$ cat config.mk
export PLATFORM = sky130hd
export DESIGN_NAME = maxpool2x2_stream
export DESIGN_NICKNAME = d
export VERILOG_FILES = /design/src/rtl/maxpool2x2_stream_pkg.sv /design/src/rtl/maxpool2x2_stream_pool_row_buf.sv /design/src/rtl/maxpool2x2_stream.sv
export SDC_FILE = /design/constraint.sdc
export NUM_CORES = 1
export LEC_CHECK = 0
export CORE_MARGIN = 5
export CORE_UTILIZATION = 29
export CTS_BUF_LIST = sky130_fd_sc_hd__clkbuf_16
export DETAILED_ROUTE_END_ITERATION = 7
export GPL_TIMING_DRIVEN = 1
export PLACE_DENSITY = 0.51
export SYNTH_ARGS = -nofsm -noshare
export SYNTH_HDL_FRONTEND = slang
export SYNTH_SLANG_ARGS = --single-unit
$ cat constraint.sdc
create_clock -name clk -period 4.8 [get_ports clk]
set_input_delay 0.48 -clock clk [delete_from_list [all_inputs] [get_ports clk]]
set_output_delay 0.48 -clock clk [all_outputs]
set_load 0.1 [all_outputs]
$ cat src/rtl/maxpool2x2_stream_pkg.sv
// -----------------------------------------------------------------------------
// maxpool2x2_stream_pkg
// Shared CNN definitions for the pooling stages:
//   - DATA_WIDTH        default feature width
//   - MNIST_* constants feature-map sizes along the MNIST pipeline (24,12,8,4)
//   - row/column phase enums used by the 2x2 pooling stages
//   - smax()            signed max on a SMAX_W-bit container; callers
//                       sign-extend their operands into it and truncate back
// No ports (package).
// -----------------------------------------------------------------------------
package maxpool2x2_stream_pkg;

  localparam int DATA_WIDTH    = 8;

  localparam int MNIST_CONV1_W = 24;
  localparam int MNIST_POOL1_W = 12;
  localparam int MNIST_CONV2_W = 8;
  localparam int MNIST_POOL2_W = 4;

  // Widest feature width the shared max helper can handle.
  localparam int SMAX_W        = 32;

  typedef enum logic {
    EVEN_ROW = 1'b0,
    ODD_ROW  = 1'b1
  } row_phase_e;

  typedef enum logic {
    FIRST  = 1'b0,
    SECOND = 1'b1
  } col_phase_e;

  // Signed maximum; on equal operands 'a' is returned (same value either way).
  function automatic logic signed [SMAX_W-1:0] smax(
    input logic signed [SMAX_W-1:0] a,
    input logic signed [SMAX_W-1:0] b
  );
    logic signed [SMAX_W-1:0] r;
    if (a >= b) begin
      r = a;
    end else begin
      r = b;
    end
    return r;
  endfunction

endpackage

$ cat src/rtl/maxpool2x2_stream_pool_row_buf.sv
// -----------------------------------------------------------------------------
// pool_row_buf
// Holds the horizontal pair maxima of the current even row so the following
// odd row can finish each 2x2 window. Plain register array with no reset:
// every entry is rewritten on an even row before the odd row reads it.
// Ports:
//   clk      clock (write on posedge)
//   i_we     write enable
//   i_waddr  write address
//   i_wdata  write data
//   i_raddr  read address (combinational read)
//   o_rdata  read data
// -----------------------------------------------------------------------------
module pool_row_buf
  import maxpool2x2_stream_pkg::*;
#(
  parameter int WIDTH = DATA_WIDTH,
  parameter int DEPTH = MNIST_POOL1_W,
  parameter int AW    = 4
) (
  input  logic             clk,
  input  logic             i_we,
  input  logic [AW-1:0]    i_waddr,
  input  logic [WIDTH-1:0] i_wdata,
  input  logic [AW-1:0]    i_raddr,
  output logic [WIDTH-1:0] o_rdata
);

  logic [WIDTH-1:0] r_mem [DEPTH];

  // Storage write port.
  always_ff @(posedge clk) begin
    if (i_we) begin
      r_mem[i_waddr] <= i_wdata;
    end
  end

  assign o_rdata = r_mem[i_raddr];

endmodule

$ cat src/rtl/maxpool2x2_stream.sv
// -----------------------------------------------------------------------------
// maxpool2x2_stream
// Streaming 2x2 / stride-2 signed max-pool. Pixels arrive in raster order, one
// per input_vld beat; one pooled value is emitted per completed window, in
// raster order of the pooled map. No backpressure.
// Optional build macro: MAXPOOL_RELU_EN -- clamps negative pooled results to 0.
// Ports:
//   clk         clock, all logic on posedge
//   rst         asynchronous active-low reset
//   input_vld   din valid this cycle
//   din         input pixel, signed WIDTH
//   output_vld  one-cycle pulse per pooled value
//   dout        pooled value, held between outputs
//   frame_done  pulse coincident with the last pooled output of a frame
// -----------------------------------------------------------------------------
module maxpool2x2_stream
  import maxpool2x2_stream_pkg::*;
#(
  parameter int WIDTH = DATA_WIDTH,
  parameter int IMG_W = MNIST_CONV1_W,
  parameter int IMG_H = MNIST_CONV1_W
) (
  input  logic             clk,
  input  logic             rst,
  input  logic             input_vld,
  input  logic [WIDTH-1:0] din,
  output logic             output_vld,
  output logic [WIDTH-1:0] dout,
  output logic             frame_done
);

  // Column counter keeps at least 2 bits so the row-buffer address
  // (col_cnt >> 1) never collapses to zero width.
  localparam int CW = (IMG_W > 2) ? $clog2(IMG_W) : 2;
  localparam int RW = (IMG_H > 1) ? $clog2(IMG_H) : 1;
  localparam int AW = CW - 1;

  if (((IMG_W % 2) != 0) || ((IMG_H % 2) != 0)) begin : g_bad_dims
    $error("maxpool2x2_stream: IMG_W and IMG_H must both be even");
  end
  if (WIDTH > SMAX_W) begin : g_bad_width
    $error("maxpool2x2_stream: WIDTH exceeds shared max helper width");
  end

  // Signed max at this block's width via the shared helper.
  function automatic logic [WIDTH-1:0] max_w(
    input logic [WIDTH-1:0] a,
    input logic [WIDTH-1:0] b
  );
    logic signed [SMAX_W-1:0] w_r;
    w_r = smax(SMAX_W'($signed(a)), SMAX_W'($signed(b)));
    return w_r[WIDTH-1:0];
  endfunction

  logic [CW-1:0]    r_col_cnt;
  logic [RW-1:0]    r_row_cnt;
  logic [WIDTH-1:0] r_h_max;
  logic [WIDTH-1:0] r_dout;
  logic             r_output_vld;
  logic             r_frame_done;

  logic [CW-1:0]    w_col_nxt;
  logic [RW-1:0]    w_row_nxt;
  logic             w_col_last;
  logic             w_row_last;
  row_phase_e       w_row_phase;
  col_phase_e       w_col_phase;
  logic [WIDTH-1:0] w_pair_max;
  logic [WIDTH-1:0] w_rb_rdata;
  logic [WIDTH-1:0] w_pool_max;
  logic [WIDTH-1:0] w_dout_nxt;
  logic             w_rb_we;
  logic [AW-1:0]    w_rb_addr;

  assign w_row_phase = row_phase_e'(r_row_cnt[0]);
  assign w_col_phase = col_phase_e'(r_col_cnt[0]);
  assign w_rb_addr   = r_col_cnt[CW-1:1];

  // Raster position advance with wrap at row and frame end.
  always_comb begin
    w_col_last = (r_col_cnt == CW'(IMG_W - 1));
    w_row_last = (r_row_cnt == RW'(IMG_H - 1));
    w_col_nxt  = r_col_cnt;
    w_row_nxt  = r_row_cnt;
    if (w_col_last) begin
      w_col_nxt = {CW{1'b0}};
      if (w_row_last) begin
        w_row_nxt = {RW{1'b0}};
      end else begin
        w_row_nxt = r_row_cnt + RW'(1);
      end
    end else begin
      w_col_nxt = r_col_cnt + CW'(1);
    end
  end

  // Pair max of the current beat, then vertical max against the stored even-row pair.
  always_comb begin
    w_pair_max = max_w(r_h_max, din);
    w_pool_max = max_w(w_pair_max, w_rb_rdata);
    w_rb_we    = input_vld && (w_col_phase == SECOND) && (w_row_phase == EVEN_ROW);
  end

  // Output value shaping (optional ReLU); compare path is unaffected.
  always_comb begin
    w_dout_nxt = w_pool_max;
`ifdef MAXPOOL_RELU_EN
    if (w_pool_max[WIDTH-1]) begin
      w_dout_nxt = {WIDTH{1'b0}};
    end else begin
      w_dout_nxt = w_pool_max;
    end
`endif
  end

  pool_row_buf #(
    .WIDTH (WIDTH),
    .DEPTH (IMG_W / 2),
    .AW    (AW)
  ) u_row_buf (
    .clk     (clk),
    .i_we    (w_rb_we),
    .i_waddr (w_rb_addr),
    .i_wdata (w_pair_max),
    .i_raddr (w_rb_addr),
    .o_rdata (w_rb_rdata)
  );

  // Counters, horizontal holding register and registered outputs.
  always_ff @(posedge clk or negedge rst) begin
    if (!rst) begin
      r_col_cnt    <= {CW{1'b0}};
      r_row_cnt    <= {RW{1'b0}};
      r_h_max      <= {WIDTH{1'b0}};
      r_dout       <= {WIDTH{1'b0}};
      r_output_vld <= 1'b0;
      r_frame_done <= 1'b0;
    end else begin
      r_output_vld <= 1'b0;
      r_frame_done <= 1'b0;
      if (input_vld) begin
        r_col_cnt <= w_col_nxt;
        r_row_cnt <= w_row_nxt;
        if (w_col_phase == FIRST) begin
          r_h_max <= din;
        end else if (w_row_phase == ODD_ROW) begin
          r_dout       <= w_dout_nxt;
          r_output_vld <= 1'b1;
          r_frame_done <= w_col_last && w_row_last;
        end
      end
    end
  end

  assign output_vld = r_output_vld;
  assign dout       = r_dout;
  assign frame_done = r_frame_done;

endmodule
==> run_results.csv <==
group,metric,value,unit
run_status,status,"finished, final reports clean",
critical_path,crit_top_cell,"ha_1",
sta,finalCritPeriodShare,87.2,%
placement,place.gp.congestion,0.750,
placement,hpwl,7.90,mm
synth,ys_seq_elements,124,
clock_network,clk_latency,0.42,ns
die,die_w,147,um
power,peakVddDrop,0.493,mV
detailed_routing,drtAntennaViolNets,0,
detailed_routing,dr.max_layer_used,"met4",
die,start_util,29.2,%
critical_path,required,5.09,ns
clock_network,cts_sinks,124,
synth,yosysMostFrequentCell,"edfxtp_1",
cells_and_area,diodes,0,
sta,tightest_slew,1.09,ns
die,io-pin-count,21,
detailed_routing,firstDrtPassIters,5,
synth,yosysSeqAreaShare,66.3,%
synth,yosys_warnings,0,
sta,fin_skew,0.00938,ns
detailed_routing,avgRoutedWirePerCell,19.2,um
critical_path,rr_startpoint,"r_h_max[7]",
grt,antenna_found_initial,0,
cells_and_area,nNetsFinal,394,
detailed_routing,wirelength,11.7,mm
critical_path,criticalPathCategory,"in2reg",
critical_path,cp-start-kind,"input port",
critical_path,end_kind,"flip-flop",
cells_and_area,drive_above_1_share,18.3,%
critical_path,rr_endpoint,"dout[5]",
detailed_routing,dr_wl_met2,5.72,mm
sta,final.setup.tns,0,ns
power,p_leak,2.34,nW
detailed_routing,num_vias,3022,
synth,netlist_top_cells_count,"edfxtp_1, dfrtp_1, mux4_2, nor2_1, ha_1",
clock_network,clk_pin_slew,0.05,ns
die,dieArea,21500,um^2
cells_and_area,area_growth,18.7,%
die,coreArea,18500,um^2
sta,relSlewSlack,27.4,%
detailed_routing,detail_route.drc_violations,0,
synth,postSynthCellCount,337,
clock_network,cts_made_buffers,17,
power,powerDensity,644,nW/um^2
sta,max_freq,239,MHz
synth,synth-async-reset-ratio,22.6,%
critical_path,max_stage_delay,0.51,ns
grt,grt-ovfl-total,0,
placement,numPortBuffers,20,
clock_network,holdBufCountCts,0,
die,die_h,147,um
detailed_routing,wl_met1,5.31,mm
clock_network,cts_setup_buffers,0,
clock_network,root_buffer,"clkbuf_16",
critical_path,r2r_cells,11,
detailed_routing,drt_iter0_drc,202,
worst_hold_path,hp-class,"in2async",
synth,synth_top_area_cell,"edfxtp_1",
detailed_routing,avgViaCountPerCell,4.94,
sta,rsz0062_at_grt,"no",
flow_run,drv_cap,0,
critical_path,path_cells,"clkdlybuf4s50_1 > inv_1 > ha_1 > or3b_1 > or3_1 > a32o_1 > mux2_4 > ha_1 > nor3b_1 > o211ai_1 > nand2_1 > nor2_1 > a221o_1",
power,finalPower,4.13,mW
die,row_count,50,
critical_path,reg2reg_setup_slack,0.87,ns
sta,finalHoldViolCount,0,
detailed_routing,route.met3.wl,491,um
critical_path,arrival,4.48,ns
critical_path,critPathSlowestCell,"clkdlybuf4s50_1",
grt,grt_pass1_vias,3170,
clock_network,ctsResizeCount,0,
critical_path,cp_max_fo,14,
synth,syn_nets,366,
synth,syn_area,5410,um^2
synth,synth.avg_cell_area,16.0,um^2
synth,synth-edff-count,96,
synth,yosysUniqueCellTypes,37,
synth,synth_area_leaders,"edfxtp_1, dfrtp_1, mux4_2",
sta,slew_viol_final,0,
synth,synth_flop_cell,"edfxtp_1",
clock_network,cts_buffer_depth,2,
grt,grt_usage,11.6,%
synth,synth_top_area_share,53.3,%
clock_network,htreeDepth,4,
sta,period_needed,4.19,ns
grt,grt_pass1_wl,18.6,mm
sta,setup_viol,0,
clock_network,cts_tree,"built",
grt,grt_max_degree,29,
stage by stage:
stage / setup slack [ns] / cell area [um^2] / utilization, % / std cells / hold slack, ns
after floorplan: 1.24 / 5410 / - / 337 / 0.184
after global placement: 0.380 / 5900 / 31.9 / 580 / 0.502
after detailed placement: 0.232 / 5900 / 31.9 / 580 / 0.513
after CTS: 0.668 / 6420 / 34.6 / 612 / 0.472
after global routing: 0.393 / 6420 / 34.6 / 612 / 0.502
final: 0.612 / 6420 / 34.6 / 612 / 0.461
sequential cells by signal, summed over array words and instances, names as in the netlist:
| register | flops |
|---|---|
| r_row_cnt | 5 |
| r_col_cnt | 5 |
| u_row_buf.r_mem | 96 |
| frame_done | 1 |
| r_h_max | 8 |
| dout | 8 |
| output_vld | 1 |
logic make-up (layout without fill, tap and decap cells):
family | Yosys count | after routing | synth area share [%]
flip-flops | 124 | 124 | 66.3
XOR/XNOR | 2 | 2 | 0.324
multiplexers | 47 | 47 | 15.1
AO/OA/AOI/OAI | 41 | 41 | 4.79
AND/OR/NAND/NOR | 77 | 77 | 7.22
adder cells (fa/ha/maj) | 18 | 18 | 4.17
buffers and inverters | 28 | 69 | 2.15
critical path: cells and delay by family:
| kind | cells | cell delay [ns] |
|---|---|---|
| buffers and inverters | 2 | 0.59 |
| and+or+nand+nor | 5 | 1.41 |
| AOI/OAI and AO/OA | 3 | 0.91 |
| adders and majority gates | 2 | 0.63 |
| muxes | 1 | 0.45 |
worst max path at each step:
| stage | startpoint | slack, ns | end | cells past startpoint |
|---|---|---|---|---|
| floorplan | din[7] | 1.24 | dout[1] | 14 |
| global placement | din[7] | 0.38 | dout[1] | 14 |
| detailed placement | din[7] | 0.23 | dout[5] | 13 |
| CTS | din[7] | 0.67 | dout[5] | 13 |
| global route | din[7] | 0.39 | dout[5] | 13 |
| finish | din[7] | 0.61 | dout[5] | 13 |
where the power goes:
part           switching [mW]  internal (mW)
clock network           0.428          0.687
registers               0.150           1.38
logic                   0.889          0.604
total                    1.47           2.67
cell usage in the layout (no fill, tap or decap), types with 9 or more instances in the layout:
master / n
mux2i_1: 9
clkdlybuf4s50_1: 20
mux4_2: 24
o21ai_0: 14
clkbuf_16: 17
a21oi_1: 12
nand2_1: 16
nor2_1: 21
ha_1: 18
edfxtp_1: 96
dfrtp_1: 28
inv_1: 16
area by class of cell:
type | instances | area, um^2
fillers | 1782 | 12100
flip-flops and latches | 124 | 3580
multi-input cells | 185 | 1730
clock buffers | 17 | 425
well taps | 234 | 293
repair buffers | 25 | 250
clock inverters | 15 | 92.6
inverters | 12 | 45.0
per-layer routing:
metal  up-vias  global-route usage [%]
met4         0                    4.23
li1       1360                       -
met2        66                    18.4
met3        20                    3.26
met1      1576                    15.3
met5         -                       0
Note: power is estimated with default switching activity, not from simulation.
